[src/rtl/accum18_axis.sv]
// accum18_axis: sums TERMS consecutive adder results into one dot-product
// element and presents each element on an AXI-Stream master. m_tlast marks
// the last element of each row of ROW_LEN elements.
// Optional build macro ACCUM18_SATURATE_EN: the accumulation clamps at
// 2^ACC_W-1 instead of wrapping modulo 2^ACC_W.
module accum18_axis #(
   parameter int IN_W    = 18,
   parameter int ACC_W   = 24,
   parameter int TERMS   = 3,
   parameter int ROW_LEN = 3
) (
   input  logic             clk,
   input  logic             reset,
   input  logic [IN_W-1:0]  s_data,
   input  logic             s_valid,
   output logic             s_ready,
   output logic [ACC_W-1:0] m_tdata,
   output logic             m_tvalid,
   input  logic             m_tready,
   output logic             m_tlast
);

   localparam int TW = (TERMS > 1) ? $clog2(TERMS) : 1;
   localparam int RW = (ROW_LEN > 1) ? $clog2(ROW_LEN) : 1;
   localparam logic [TW-1:0] LAST_TERM = TW'(TERMS - 1);
   localparam logic [RW-1:0] LAST_COL  = RW'(ROW_LEN - 1);

   logic [ACC_W-1:0] r_acc;
   logic [TW-1:0]    r_term_cnt;
   logic [RW-1:0]    r_row_cnt;
   logic [ACC_W-1:0] r_tdata;
   logic             r_tvalid;
   logic             r_tlast;

   logic [ACC_W-1:0] w_data_ext;
   logic [ACC_W-1:0] w_acc_next;
   logic             w_last_term;
   logic             w_accept;
   logic             w_complete;

   // Running-sum step: wraps by default, clamps at full scale when the
   // saturating build is selected. A clamped sum stays clamped because any
   // further non-negative addend overflows again.
   function automatic logic [ACC_W-1:0] add_acc(input logic [ACC_W-1:0] a,
                                                input logic [ACC_W-1:0] b);
`ifdef ACCUM18_SATURATE_EN
      logic [ACC_W:0] sum;
      sum = {1'b0, a} + {1'b0, b};
      add_acc = sum[ACC_W] ? {ACC_W{1'b1}} : sum[ACC_W-1:0];
`else
      add_acc = a + b;
`endif
   endfunction

   assign w_data_ext  = ACC_W'(s_data);
   assign w_last_term = (r_term_cnt == LAST_TERM);
   assign w_acc_next  = (r_term_cnt == '0) ? w_data_ext : add_acc(r_acc, w_data_ext);

   // Only the final beat of an element stalls while an older result waits;
   // partial terms keep flowing into the accumulator.
   assign s_ready    = !(w_last_term && r_tvalid && !m_tready);
   assign w_accept   = s_valid && s_ready;
   assign w_complete = w_accept && w_last_term;

   assign m_tdata  = r_tdata;
   assign m_tvalid = r_tvalid;
   assign m_tlast  = r_tlast;

   // Accumulator and term position advance on every accepted beat.
   always_ff @(posedge clk or posedge reset) begin
      if (reset) begin
         r_acc      <= '0;
         r_term_cnt <= '0;
      end else if (w_accept) begin
         r_acc      <= w_acc_next;
         r_term_cnt <= w_last_term ? '0 : r_term_cnt + 1'b1;
      end
   end

   // Output register: loads a completed element (even during a handshake, so
   // back-to-back elements keep m_tvalid high), otherwise clears on handshake.
   always_ff @(posedge clk or posedge reset) begin
      if (reset) begin
         r_tdata   <= '0;
         r_tvalid  <= 1'b0;
         r_tlast   <= 1'b0;
         r_row_cnt <= '0;
      end else if (w_complete) begin
         r_tdata   <= w_acc_next;
         r_tvalid  <= 1'b1;
         r_tlast   <= (r_row_cnt == LAST_COL);
         r_row_cnt <= (r_row_cnt == LAST_COL) ? '0 : r_row_cnt + 1'b1;
      end else if (r_tvalid && m_tready) begin
         r_tvalid  <= 1'b0;
         r_tlast   <= 1'b0;
      end
   end

endmodule

[config.mk]
export PLATFORM = sky130hd
export DESIGN_NAME = accum18_axis
export DESIGN_NICKNAME = d
export VERILOG_FILES = /design/src/rtl/accum18_axis.sv
export SDC_FILE = /design/constraint.sdc
export NUM_CORES = 1
export LEC_CHECK = 0
export BUFFER_PORTS_ARGS = -buffer_cell sky130_fd_sc_hd__buf_4
export CAP_MARGIN = 25
export CORE_MARGIN = 1.5
export CORE_UTILIZATION = 35
export DETAILED_ROUTE_END_ITERATION = 12
export GPL_ROUTABILITY_DRIVEN = 0
export SLEW_MARGIN = 5
export SYNTH_ARGS = -nofsm -noshare
export SYNTH_HDL_FRONTEND = slang
export SYNTH_SLANG_ARGS = --single-unit
[constraint.sdc]
create_clock -name clk -period 3.13 [get_ports clk]
set_clock_uncertainty 0.05 [all_clocks]
set_input_delay 0.1565 -clock clk [delete_from_list [all_inputs] [get_ports clk]]
set_output_delay 0.1565 -clock clk [all_outputs]
set_load 0.02 [all_outputs]
==> impl_metrics.ini <==
[worst_setup_path]
cp-end-kind = register
worstReg2RegStart = r_acc[0]
crit_fanout = 5
startpoint = r_acc[0]
start_kind = register
arrival_ps = 2700
crit_type = reg -> reg
required_ps = 3300

[timing]
finalSetupViolCount = 0
period_minus_slack_ps = 2535
period_share = 0.8100
worst_pin_slew_ps = 720.9
fin_tns_setup_ps = 0
slew_headroom = 0.5187
max_freq_ghz = 0.3944
hold_viol_final = 0
grt_setup_unrepaired = false
slew_viol_final = 0
postLayoutSetupSlackWorst_ps = 594.7

[placed_design]
place_hpwl_mm = 5.714
portBuffers = 48
place_ws_ps = 598.7
dpl.cell_count = 511
dpl_cell_area_um2 = 3766

[detailed_routing]
ant_nets = 0
drc = 0
routed_wl_mm = 7.662
vias_per_cell = 5.207
drt_iter0_drc = 180
drt-pass1-iter-count = 4
vias = 2718
routedWlPerCell_um = 14.68

[clock_network]
htreeDepth = 2
cts_buffers = 5
cts_sinks = 54
cts_tree = yes
cts_root_buf = clkbuf_8
clock_latency_ps = 320
cts_resized = 0
clkTransAtPathRegs_ps = 110
clockBufferDepth = 2

[logic_synthesis]
synth_cells = 360
synth_cell_types = 55
syn_area_um2 = 3278
ys_seq_elements = 54
synth_fp_nets = 401
synth-edff-count = 0
ys_warn_count = 0
avgSynthCellArea_um2 = 9.106
ys.flop_type = dfrtp_1
async_flop_share = 1.000
ys_seq_area_frac = 0.4122

[run_status]
status = finished clean

[cells_and_area]
finalInstanceArea_um2 = 3913
final_core_util = 0.4275
drive_gt1_frac = 0.2117
final_nets = 451
area_growth_pct = 19.35
antenna_cells = 0
fin_cells = 522

[pwr]
power_density_nw_per_um2 = 1005
peakVddDrop_uv = 339.7
p_leak_nw = 1.824

[global_routing]
grt_pass1_vias = 2600
grt_max_degree = 43
grt_use_total = 0.1647
grt_overflow = 0
antenna_found_initial = 0
grt_pass1_wl_mm = 12.99

[min_path]
hp-class = in -> reg
min_from = s_data[8]

[die]
die_h_um = 99.78
design.core.area_um2 = 9153
ioPinCount = 49
fp.dieW_um = 99.78
rows = 35
start_util = 0.3582
fp.dieArea_um2 = 9956

[run]
drv_cap = 0
worst max-delay path: stages (launching register included):
cell       delay [ps]
dfrtp_1           370
ha_1              170
inv_1              50
fa_1              400
nand2b_1          210
a21oi_2           160
o2111ai_1         220
a31oi_2           300
and3_1            260
o21ai_1            70
a22o_1            190
timing repair:
| item | CTS | global route |
|---|---|---|
| hold buffers | 3 | 0 |
| hold endpoints to repair | 34 | 0 |
| setup buffers | 0 | 0 |
kinds of logic (layout without fill, tap and decap cells):
kind of cell / Yosys count / in the layout / share of synthesized area
simple gates: 115 / 115 / 0.1595
mux: 11 / 11 / 0.03741
fa+ha+maj: 19 / 19 / 0.07481
compound gates: 118 / 118 / 0.2313
buf+inv: 23 / 74 / 0.03130
xor+xnor: 20 / 20 / 0.05344
flops: 54 / 54 / 0.4122
layout make-up:
type / instances / area, µm²
flip-flops and latches: 54 / 1351
clock inverters: 3 / 47.55
inverters: 9 / 33.78
multi-input cells: 283 / 1824
repair buffers: 57 / 447.9
clock buffers: 5 / 68.82
well taps: 111 / 138.9
fillers: 912 / 5240
synth_stat cells, drive strengths merged, types with 3 or more instances:
library cell	number	area, µm²
a21o	9	67.56
a21oi	30	168.9
a2bb2oi	4	41.29
a31oi	5	37.53
and3	10	62.56
buf	7	42.54
clkbuf	7	26.28
dfrtp	54	1351
ha	18	225.2
inv	9	33.78
mux2	10	112.6
nand2	58	220.2
nand2b	6	37.54
nand3	5	25.02
nor2	21	78.83
o211ai	3	27.52
o21a	4	30.03
o21ai	48	244.0
o31ai	3	27.52
xnor2	9	78.83
xor2	11	96.34
per-stage QoR:
step	power, mW	hold slack, ps
2_1_floorplan	2.808	202.5
5_1_grt	4.272	40.87
4_1_cts	3.952	48.44
3_5_place_dp	3.445	291.2
6_report	3.930	59.30
3_3_place_gp	3.401	276.1
state kept, by name (all words and copies together) (netlist names):
| name | count |
|---|---|
| r_term_cnt | 2 |
| m_tdata | 24 |
| r_row_cnt | 2 |
| r_acc | 24 |
| m_tvalid | 1 |
| m_tlast | 1 |
layer usage:
metal,GRT usage,share of wire
met5,0,0
met1,0.2396,0.51
met4,0.04659,0.0018
met2,0.2548,0.44
met3,0.02507,0.048
report_power, final:
part           internal, mW  total [mW]  switching, mW
registers             0.998        1.18          0.184
logic                 0.958        2.25           1.29
clock network         0.243       0.498          0.255
layout by cell type (no fill, tap or decap), types with 2 or more instances in the layout:
master and n:
nand4_1 2, ha_1 18, nand3_1 5, nor2b_1 2
a22o_1 2, o21ai_1 10, o211ai_1 2, buf_4 53
or3_1 2, a21oi_1 25, inv_1 8, and2_1 2
mux2_2 10, nand2b_1 6, xnor2_1 9, dlygate4sd3_1 3
a2bb2oi_1 3, o31ai_1 2, nor3_1 2, xor2_1 11
a21o_1 9, nor2_1 21, dfrtp_1 54, a31oi_1 4
o21a_1 4, a21oi_2 5, o21ai_0 37, nand2_1 57
clkbuf_8 5, and3_1 10
path summary, 6_finish.rpt:
check	to	slack, ps	cells past startpoint
worst max register to register	r_acc[20]	590	10
worst max-delay path	r_acc[20]	590	10
max in group asynchronous	m_tdata[6]	1810	4
min in group asynchronous	r_term_cnt[0]	460	3
worst min-delay path	r_acc[8]	60	3
worst min register to register	m_tdata[3]	440	2
No activity file was read; power rests on OpenSTA's default activity.
